## src/rtl/weibuf_pkg.sv

```systemverilog
// Shared types and constants for the weight-buffer read engine.
//   WEIBUF_ADDR_W / WEIBUF_DATA_W / WEIBUF_LEN_W : default widths
//   weibuf_rd_state_e : read-engine FSM states
//   weibuf_beat_t     : one stream beat (word + last marker)
package weibuf_pkg;

  localparam int unsigned WEIBUF_ADDR_W = 10;
  localparam int unsigned WEIBUF_DATA_W = 64;
  localparam int unsigned WEIBUF_LEN_W  = 11;

  typedef enum logic [1:0] {
    IDLE,
    RUN,
    DRAIN,
    DONE
  } weibuf_rd_state_e;

  typedef struct packed {
    logic [WEIBUF_DATA_W-1:0] data;
    logic                     last;
  } weibuf_beat_t;

endpackage

```

## src/rtl/weibuf_skid_fifo.sv

```systemverilog
// Two-entry register FIFO for stream beats. The head entry is a plain
// register so the stream outputs never pass through a read mux.
//   clk, rst : clock, synchronous active-high reset
//   push/din : write a beat (caller guarantees space)
//   pop      : remove head beat (caller guarantees non-empty)
//   head     : current head beat
//   count    : occupancy 0..2
module weibuf_skid_fifo
  import weibuf_pkg::*;
(
  input  logic         clk,
  input  logic         rst,
  input  logic         push,
  input  weibuf_beat_t din,
  input  logic         pop,
  output weibuf_beat_t head,
  output logic [1:0]   count
);

  weibuf_beat_t tail;

  always_ff @(posedge clk) begin
    if (rst) begin
      head  <= '0;
      tail  <= '0;
      count <= '0;
    end else if (pop) begin
      // On pop the tail (if any) shifts forward; a simultaneous push lands
      // behind whatever remains.
      if (count == 2'd2) begin
        head <= tail;
        if (push) tail <= din;
      end else if (push) begin
        head <= din;
      end
      count <= count - 2'd1 + {1'b0, push};
    end else if (push) begin
      if (count == 2'd0) head <= din;
      else               tail <= din;
      count <= count + 2'd1;
    end
  end

endmodule

```

## src/rtl/weibuf_reader.sv

```systemverilog
// Streaming read engine for the 1024x64 weight buffer. Issues reads from
// base_addr for len words (wrapping), absorbs the one-cycle read latency,
// and delivers words on a valid/ready stream with full backpressure.
//   clkb, rstb            : clock, synchronous active-high reset
//   start, base_addr, len : job request (sampled in IDLE only)
//   busy, done            : job in progress / one-cycle completion pulse
//   enb, addrb, doutb     : buffer read port (data valid cycle after enb)
//   m_valid, m_data, m_last, m_ready : output stream
module weibuf_reader
  import weibuf_pkg::*;
#(
  parameter int unsigned ADDR_W = WEIBUF_ADDR_W,
  parameter int unsigned DATA_W = WEIBUF_DATA_W,
  parameter int unsigned LEN_W  = WEIBUF_LEN_W
) (
  input  logic              clkb,
  input  logic              rstb,
  input  logic              start,
  input  logic [ADDR_W-1:0] base_addr,
  input  logic [LEN_W-1:0]  len,
  output logic              busy,
  output logic              done,
  output logic              enb,
  output logic [ADDR_W-1:0] addrb,
  input  logic [DATA_W-1:0] doutb,
  output logic              m_valid,
  output logic [DATA_W-1:0] m_data,
  output logic              m_last,
  input  logic              m_ready
);

  weibuf_rd_state_e state_q, state_d;
  logic [ADDR_W-1:0] addr_q;
  logic [LEN_W-1:0]  rem_q;
  logic              inflight_q;
  logic              last_inflight_q;
  logic              pop;
  logic              final_rd;
  logic [2:0]        occ;
  logic [1:0]        fifo_count;
  weibuf_beat_t      fifo_din;
  weibuf_beat_t      fifo_head;

  assign pop = m_valid & m_ready;

  // Slots committed after this cycle's pop; a read may only be issued when
  // its returning word is guaranteed a FIFO slot.
  assign occ      = {1'b0, fifo_count} + {2'b00, inflight_q} - {2'b00, pop};
  assign enb      = (state_q == RUN) && (rem_q != '0) && (occ < 3'd2);
  assign final_rd = enb && (rem_q == LEN_W'(1));
  assign addrb    = addr_q;

  always_comb begin
    state_d = state_q;
    unique case (state_q)
      IDLE:    if (start) state_d = (len != '0) ? RUN : DONE;
      RUN:     if (final_rd) state_d = DRAIN;
      DRAIN:   if (pop && m_last) state_d = DONE;
      DONE:    state_d = IDLE;
      default: state_d = IDLE;
    endcase
  end

  assign busy = (state_q == RUN) || (state_q == DRAIN);
  assign done = (state_q == DONE);

  always_ff @(posedge clkb) begin
    if (rstb) begin
      state_q         <= IDLE;
      addr_q          <= '0;
      rem_q           <= '0;
      inflight_q      <= 1'b0;
      last_inflight_q <= 1'b0;
    end else begin
      state_q         <= state_d;
      inflight_q      <= enb;
      last_inflight_q <= final_rd;
      if (state_q == IDLE && start) begin
        addr_q <= base_addr;
        rem_q  <= len;
      end else if (enb) begin
        addr_q <= addr_q + ADDR_W'(1);
        rem_q  <= rem_q - LEN_W'(1);
      end
    end
  end

  assign fifo_din = '{data: doutb, last: last_inflight_q};

  weibuf_skid_fifo u_fifo (
    .clk   (clkb),
    .rst   (rstb),
    .push  (inflight_q),
    .din   (fifo_din),
    .pop   (pop),
    .head  (fifo_head),
    .count (fifo_count)
  );

  assign m_valid = (fifo_count != 2'd0);
  assign m_data  = fifo_head.data;
  assign m_last  = fifo_head.last;

endmodule

```

## config.mk

```make
export PLATFORM = sky130hd
export DESIGN_NAME = weibuf_reader
export DESIGN_NICKNAME = d
export VERILOG_FILES = /design/src/rtl/weibuf_pkg.sv /design/src/rtl/weibuf_skid_fifo.sv /design/src/rtl/weibuf_reader.sv
export SDC_FILE = /design/constraint.sdc
export NUM_CORES = 1
export LEC_CHECK = 0
export ABC_AREA = 1
export BUFFER_PORTS_ARGS = -buffer_cell sky130_fd_sc_hd__buf_2
export CORE_MARGIN = 2
export CORE_UTILIZATION = 40
export CTS_BUF_LIST = sky130_fd_sc_hd__clkbuf_4 sky130_fd_sc_hd__clkbuf_8 sky130_fd_sc_hd__clkbuf_16
export CTS_CLUSTER_DIAMETER = 50
export DETAILED_ROUTE_END_ITERATION = 12
export PLACE_DENSITY_LB_ADDON = 0.08
export SETUP_SLACK_MARGIN = 0.02
export SKIP_CTS_REPAIR_TIMING = 1
export SLEW_MARGIN = 20
export SYNTH_ARGS = -nofsm -noshare
export SYNTH_HDL_FRONTEND = slang
export SYNTH_SLANG_ARGS = --single-unit
export TNS_END_PERCENT = 10
```

## constraint.sdc

```tcl
create_clock -name clkb -period 3.14 [get_ports clkb]
set_input_delay 0.628 -clock clkb [delete_from_list [all_inputs] [get_ports clkb]]
set_output_delay 0.628 -clock clkb [all_outputs]
set_load 0.02 [all_outputs]
```

==> metrics, run 1 <==
status finished, final reports clean; number of max-cap violations 0; R2R Path Start u_fifo.count[0]$_SDFFE_PP0N_; Worst Hold Depth 2; final max-slew violation count 0; clock skew 0.00798 ns; first-pass GRT wire length 28.6 mm; # rows 48; syn_area_per_cell approximately 7.4 sq um; commonest cells after routing, fill and taps aside nor2_1 (174), buf_2 (166), dfxtp_1 (155); IO Pins 168; mux share of post-synthesis cell area 0%; CTS root buffer clkbuf_16; Detailed Routing Iterations Pass 1 5; Synth area leader dfxtp_1; crit start category register; PortBufs about 170; Syn Nets 1,059; number of synthesized flops with an enable pin 0; mapped cell area between 0.007 and 0.008 sq mm; total gr overflow 0; part of the Yosys area used for sequential elements 44.2%; combinational family with the most area after synthesis compound AO/OA/AOI/OAI gates; Crit path required time 2.51 ns; # diodes 0; Yosys cell types 40; Multi-input gate area 0.00330 sq mm; hold crit path type register to register; CTS tree built; Finished Core Util 50.2%; drc violations 0; Die X about 140 um; vias in the first global route around 5,800; hpwl dp 11.4 mm; Crit. End Element primary output; final number of hold-violating endpoints 0; Primary FF master, synth dfxtp_1; clock buffers created by TritonCTS 17; Final Critical Period about 3.0 ns; post-synthesis instance total 957; DR iter-0 viols 429; Routed WL per cell roughly 13 um; complex-gate fraction of the synthesized area 23.8%; Reg area approximately 0.0031 sq mm; post-synth top area share 44.2%; Hold Path End u_fifo.tail[48]$_SDFFE_PP0P_; reg2reg path depth 15; GRT Util Overall 18.9%; Die Y 137 um; Core Area 0.0174 sq mm; Peak VDD IR 0.489 mV; simple-gate area share of the yosys netlist a little under a fifth; Synth area leaders dfxtp_1 (44%), nor2_1 (9.2%), a211oi_1 (6.3%), o21ai_0 (5.4%), a21oi_1 (5.2%); critical path fanouts, max 7; layout net count 1,199; P_leak 3.71 nW; max_slew headroom between 50% and 60%; flops & latches, synth 157; Peak Freq 0.331 GHz; largest net degree at the start of global routing 126; Reg clk slew, reported paths ~0.07 ns; initial antenna violation count 0; Async S/R FF share, synth 0%; r2r endpoint addrb[2]$_SDFFE_PP0P_; CP max stage delay 0.50 ns; proportion of layout cells with a drive suffix above 1 22.9%; worst setup path class register to primary output; die area 0.0188 sq mm; critical-path cell list inv_2 -> ha_4 -> inv_2 -> nand2_4 -> nand2_2 -> o211ai_1 -> fa_1 -> nand3_1 -> nor2_4 -> nand2_4 -> inv_1 -> buf_4; Final GP Congestion a little over 0.8; Area Overhead vs Synth 22.6%; Final ANT Viol Nets 0; TritonCTS Sinks between 150 and 200; Least-Margin Pin Slew roughly 0.74 ns; Starting Density 40.9%; CTS max path bufs 2; Vias/cell 4.89; CP Data Arrival Time ~2.4 ns; final wirelength between 15 and 20 mm; Final period util 96.1%; Adder-Cell Fraction of Synth Area 2.39%; PwrDens around 930 mW/mm^2; worst skew pair latency 0.42 ns; CP max-delay cell fa_1; worst hold start u_fifo.tail[48]$_SDFFE_PP0P_; Setup Viol. Count Final 0; Synth Area in XOR/XNOR less than 1%; H-tree depth 4; Reg2Reg Setup Slack between 0.6 and 0.7 ns; Sum Neg Setup Slack 0 ns; total chip power 0.00807 W; Yosys warning count 0; DR vias approximately 6,500; most common cell after layout, fill and taps aside nor2_1; Fillers around 1,800
critical path, delay by kind of cell (launching register included):
family,cells,cell delay (ns)
and+or+nand+nor,5,0.50
DFF,1,0.36
buffers and inverters,4,0.35
AOI/OAI and AO/OA,1,0.09
adders and majority gates,2,0.68
state kept, by name (all words and copies together), names as in the netlist:
signal           cells
u_fifo.count         2
addrb               10
state_q              2
u_fifo.tail         65
inflight_q           1
u_fifo.head         65
last_inflight_q      1
rem_q               11
kinds of logic after synthesis:
kind of cell / Yosys count
AOI/OAI and AO/OA: 296
xor gates and xnor gates: 8
adders and majority gates: 13
buffers and inverters: 164
DFF: 157
and+or+nand+nor: 319
routing by layer:
| metal | vias to the layer above | part of all wire, % | track usage, % |
|---|---|---|---|
| li1 | 3460 | - | - |
| met1 | 2933 | 48 | 25.7 |
| met2 | 127 | 46 | 30.3 |
| met3 | 14 | 5.1 | 4.01 |
| met4 | 0 | 0.94 | 5.15 |
| met5 | - | 0 | 0 |
how the worst max path moves through the flow:
stage	startpoint	to	slack, ns	depth (start not counted)
3_5_place_dp	u_fifo.count[1]$_SDFFE_PP0N_	enb	0.25	12
2_1_floorplan	u_fifo.count[1]$_SDFFE_PP0N_	enb	0.34	11
5_1_grt	u_fifo.count[0]$_SDFFE_PP0N_	enb	-0.002	12
4_1_cts	u_fifo.count[1]$_SDFFE_PP0N_	enb	-0.23	12
3_3_place_gp	u_fifo.count[1]$_SDFFE_PP0N_	enb	0.27	12
6_report	u_fifo.count[0]$_SDFFE_PP0N_	enb	0.12	12
metrics by stage:
| step | setup WS [ns] | cells | area, sq um | hold WS [ns] |
|---|---|---|---|---|
| after floorplan | 0.342 | 957 | 7110 | 0.430 |
| after global placement | 0.272 | 1300 | 8080 | 0.440 |
| after detailed placement | 0.247 | 1300 | 8080 | 0.443 |
| after CTS | -0.229 | 1332 | 8660 | 0.434 |
| after global routing | -0.00165 | 1335 | 8710 | 0.457 |
| final | 0.122 | 1335 | 8710 | 0.450 |
layout make-up:
type                            instances  share of cell area, %
Clock buffer                           19                   5.20
Clock inverter                         13                   1.48
Inverter                              102                   4.47
Multi-Input combinational cell        636                   37.9
Sequential cell                       157                   36.1
Tap cell                              225                   3.23
Timing Repair Buffer                  183                   11.6
synthesized netlist by cell type (12+ instances only):
library cell,count
inv_1,96
nor2_1,174
clkbuf_1,30
a21oi_1,74
nand2_1,87
o21ai_0,76
ha_1,12
buf_2,14
dfxtp_1,157
a211oi_1,60
nand3_1,26
o21ai_1,65
where the power goes:
group | total, W | switching, W | internal (W)
logic | 0.00319 | 0.00208 | 0.00111
clock network | 0.00201 | 0.000856 | 0.00115
registers | 0.00288 | 0.000322 | 0.00256
total | 0.00807 | 0.00325 | 0.00482
Note: power is estimated with default switching activity, not from simulation.
==> run 2, diff against run 1 <==
--- a/config.mk
+++ b/config.mk
@@ -9,7 +9,7 @@
 export BUFFER_PORTS_ARGS = -buffer_cell sky130_fd_sc_hd__buf_2
 export CORE_MARGIN = 2
 export CORE_UTILIZATION = 40
-export CTS_BUF_LIST = sky130_fd_sc_hd__clkbuf_4 sky130_fd_sc_hd__clkbuf_8 sky130_fd_sc_hd__clkbuf_16
+export CTS_BUF_LIST = sky130_fd_sc_hd__clkbuf_8
 export CTS_CLUSTER_DIAMETER = 50
 export DETAILED_ROUTE_END_ITERATION = 12
 export PLACE_DENSITY_LB_ADDON = 0.08
==> run 2 against run 1 <==
Clock skew rose by 0.0026 ns. Non-clock buffer count rose by 2. Wire length barely moved. Die area did not move. Final area fell by 1.8%. Sequential power barely moved. First-iteration DRC count fell by 4.7%. Largest cell class unchanged. Sequential share of layout area rose by 0.68 points. Core utilization fell by 0.89 points.
==> metrics, run 2 (synthesized netlist as in run 1, its figures left out) <==
hold crit path type primary input to register; worst setup path class register to primary output; Die X 137 um (unchanged); vias in the first global route 5,848 (-0.017%); Fillers 1,802 (+2.2%); Vias/cell 4.90 (about the same); critical-path cell list inv_4 -> ha_4 -> inv_4 -> nand2_4 -> nand2_2 -> o211ai_1 -> fa_2 -> nand3_2 -> nor2_4 -> nand2_4 -> inv_2 -> buf_6; Detailed Routing Iterations Pass 1 5 (unchanged); CTS tree built; Layout Cell Area excl Fill 0.00856 sq mm (-1.8%); Post-Layout Cell Count 1,337 (+0.15%); Peak Freq 0.328 GHz (-0.91%); Largest regs u_fifo.head (65), u_fifo.tail (65), rem_q (11); TritonCTS Sinks 157 (unchanged); layout net count 1,201 (+0.17%); DR vias 6,548 (+0.21%); P_leak 3.63 nW (-2.1%); final wirelength 17.8 mm (about the same); Crit. End Element primary output; Setup Viol. Count Final 0 (unchanged); Multi-input gate area 0.00331 sq mm (+0.23%); Least-Margin Pin Slew 0.768 ns (+0.0259 ns); PwrDens 888 mW/mm^2 (-4.2%); CP max stage delay 0.60 ns (+0.10 ns); max_slew headroom 48.8% (-1.7 points); most common cell after layout, fill and taps aside nor2_1; Starting Density 40.9% (unchanged); CTS root buffer clkbuf_8; CP Data Arrival Time 2.42 ns (+0.03 ns); Crit path required time 2.51 ns (about the same); Final period util 97.0% (+0.88 points); PortBufs 167 (unchanged); Final GP Congestion 0.823 (unchanged); Placed Area 0.00808 sq mm (unchanged); critical path fanouts, max 5 (-2); drc violations 0 (unchanged); Die Y 137 um (unchanged); Routed WL per cell 13.3 um (-0.13%); CTS max path bufs 2 (unchanged); Core Area 0.0174 sq mm (unchanged); first-pass GRT wire length 28.5 mm (-0.43%); final max-slew violation count 0 (unchanged); H-tree depth 4 (unchanged); Post-Place Cells 1,300 (unchanged); total gr overflow 0 (unchanged); number of max-cap violations 0 (unchanged); hpwl dp 11.4 mm (unchanged); IO Pins 168 (unchanged); Final ANT Viol Nets 0 (unchanged); Reg area 0.00315 sq mm (about the same); clock buffers created by TritonCTS 17 (unchanged); Final Critical Period 3.05 ns (+0.0277 ns); proportion of layout cells with a drive suffix above 1 23.3% (+0.41 points); status finished, final reports clean; # diodes 0 (unchanged); GRT Util Overall 18.9% (-0.025 points); initial antenna violation count 0 (unchanged); clock skew 0.0106 ns (+0.00259 ns); WP buf/inv 4 (unchanged); RSZ-0062 raised after global routing true; CP max-delay cell fa_2; CP top delay family adder cells; largest net degree at the start of global routing 126 (unchanged); Sum Neg Setup Slack 0 ns (unchanged); Reg clk slew, reported paths 0.09 ns (+0.02 ns); final number of hold-violating endpoints 0 (unchanged); # rows 48 (unchanged); DR iter-0 viols 409 (-4.7%); worst skew pair latency 0.46 ns (+0.04 ns); Area Overhead vs Synth 20.4%; die area 0.0188 sq mm (unchanged); crit start category register; Peak VDD IR 0.569 mV (+16%); commonest cells after routing, fill and taps aside nor2_1 (174), buf_2 (166), dfxtp_1 (155)
[run 2: final timing paths]
kind	start	endpoint	slack (ns)	cells after the start
max	u_fifo.count[1]$_SDFFE_PP0N_	enb	0.09	12
min reg2reg	u_fifo.tail[19]$_SDFFE_PP0P_	u_fifo.tail[19]$_SDFFE_PP0P_	0.45	2
min	doutb[46]	u_fifo.head[47]$_SDFFE_PP0P_	0.41	3
max reg2reg	u_fifo.count[1]$_SDFFE_PP0N_	addrb[2]$_SDFFE_PP0P_	0.62	15
[run 2: per-layer routing]
metal  up-vias  global-route usage, %  share of wire, %
met5         -                      0                 0
met4         0                   5.67               1.2
met3        15                   4.12               5.2
met2       145                   30.2                46
met1      2935                   25.4                48
li1       3453                      -                 -
[run 2: worst reg2reg max path: stages, from the launching register on]
cell	delay [ns]
dfxtp_4	0.39
inv_4	0.05
ha_4	0.18
inv_4	0.06
nand2_4	0.05
nand2_2	0.07
o211ai_1	0.11
fa_2	0.60
nand3_2	0.08
nor2_4	0.15
nand2_4	0.08
buf_4	0.17
nand2_4	0.16
inv_6	0.11
nand2_1	0.08
a21oi_1	0.06
[run 2: area by class of cell]
cell class	count	area share [%]
clock buffers	19	3.06
clock inverters	13	1.51
inverters	102	4.64
multi-input cells	636	38.7
flip-flops and latches	157	36.8
well taps	225	3.29
repair buffers	185	12.0
[run 2: power breakdown]
group          internal (W)  switching [W]  total, W
clock              0.000684       0.000796   0.00148
sequential          0.00256       0.000325   0.00288
combinational       0.00114        0.00209   0.00323
[run 2: stage by stage]
step | hold WS, ns | util [%] | setup WS, ns | power, W
finish | 0.413 | 49.3 | 0.0939 | 0.00760
CTS | 0.379 | 48.8 | -0.279 | 0.00758
global placement | 0.440 | 46.5 | 0.272 | 0.00605
floorplan | 0.430 | - | 0.342 | 0.00519
global route | 0.406 | 49.3 | -0.0356 | 0.00821
detailed placement | 0.443 | 46.5 | 0.247 | 0.00607
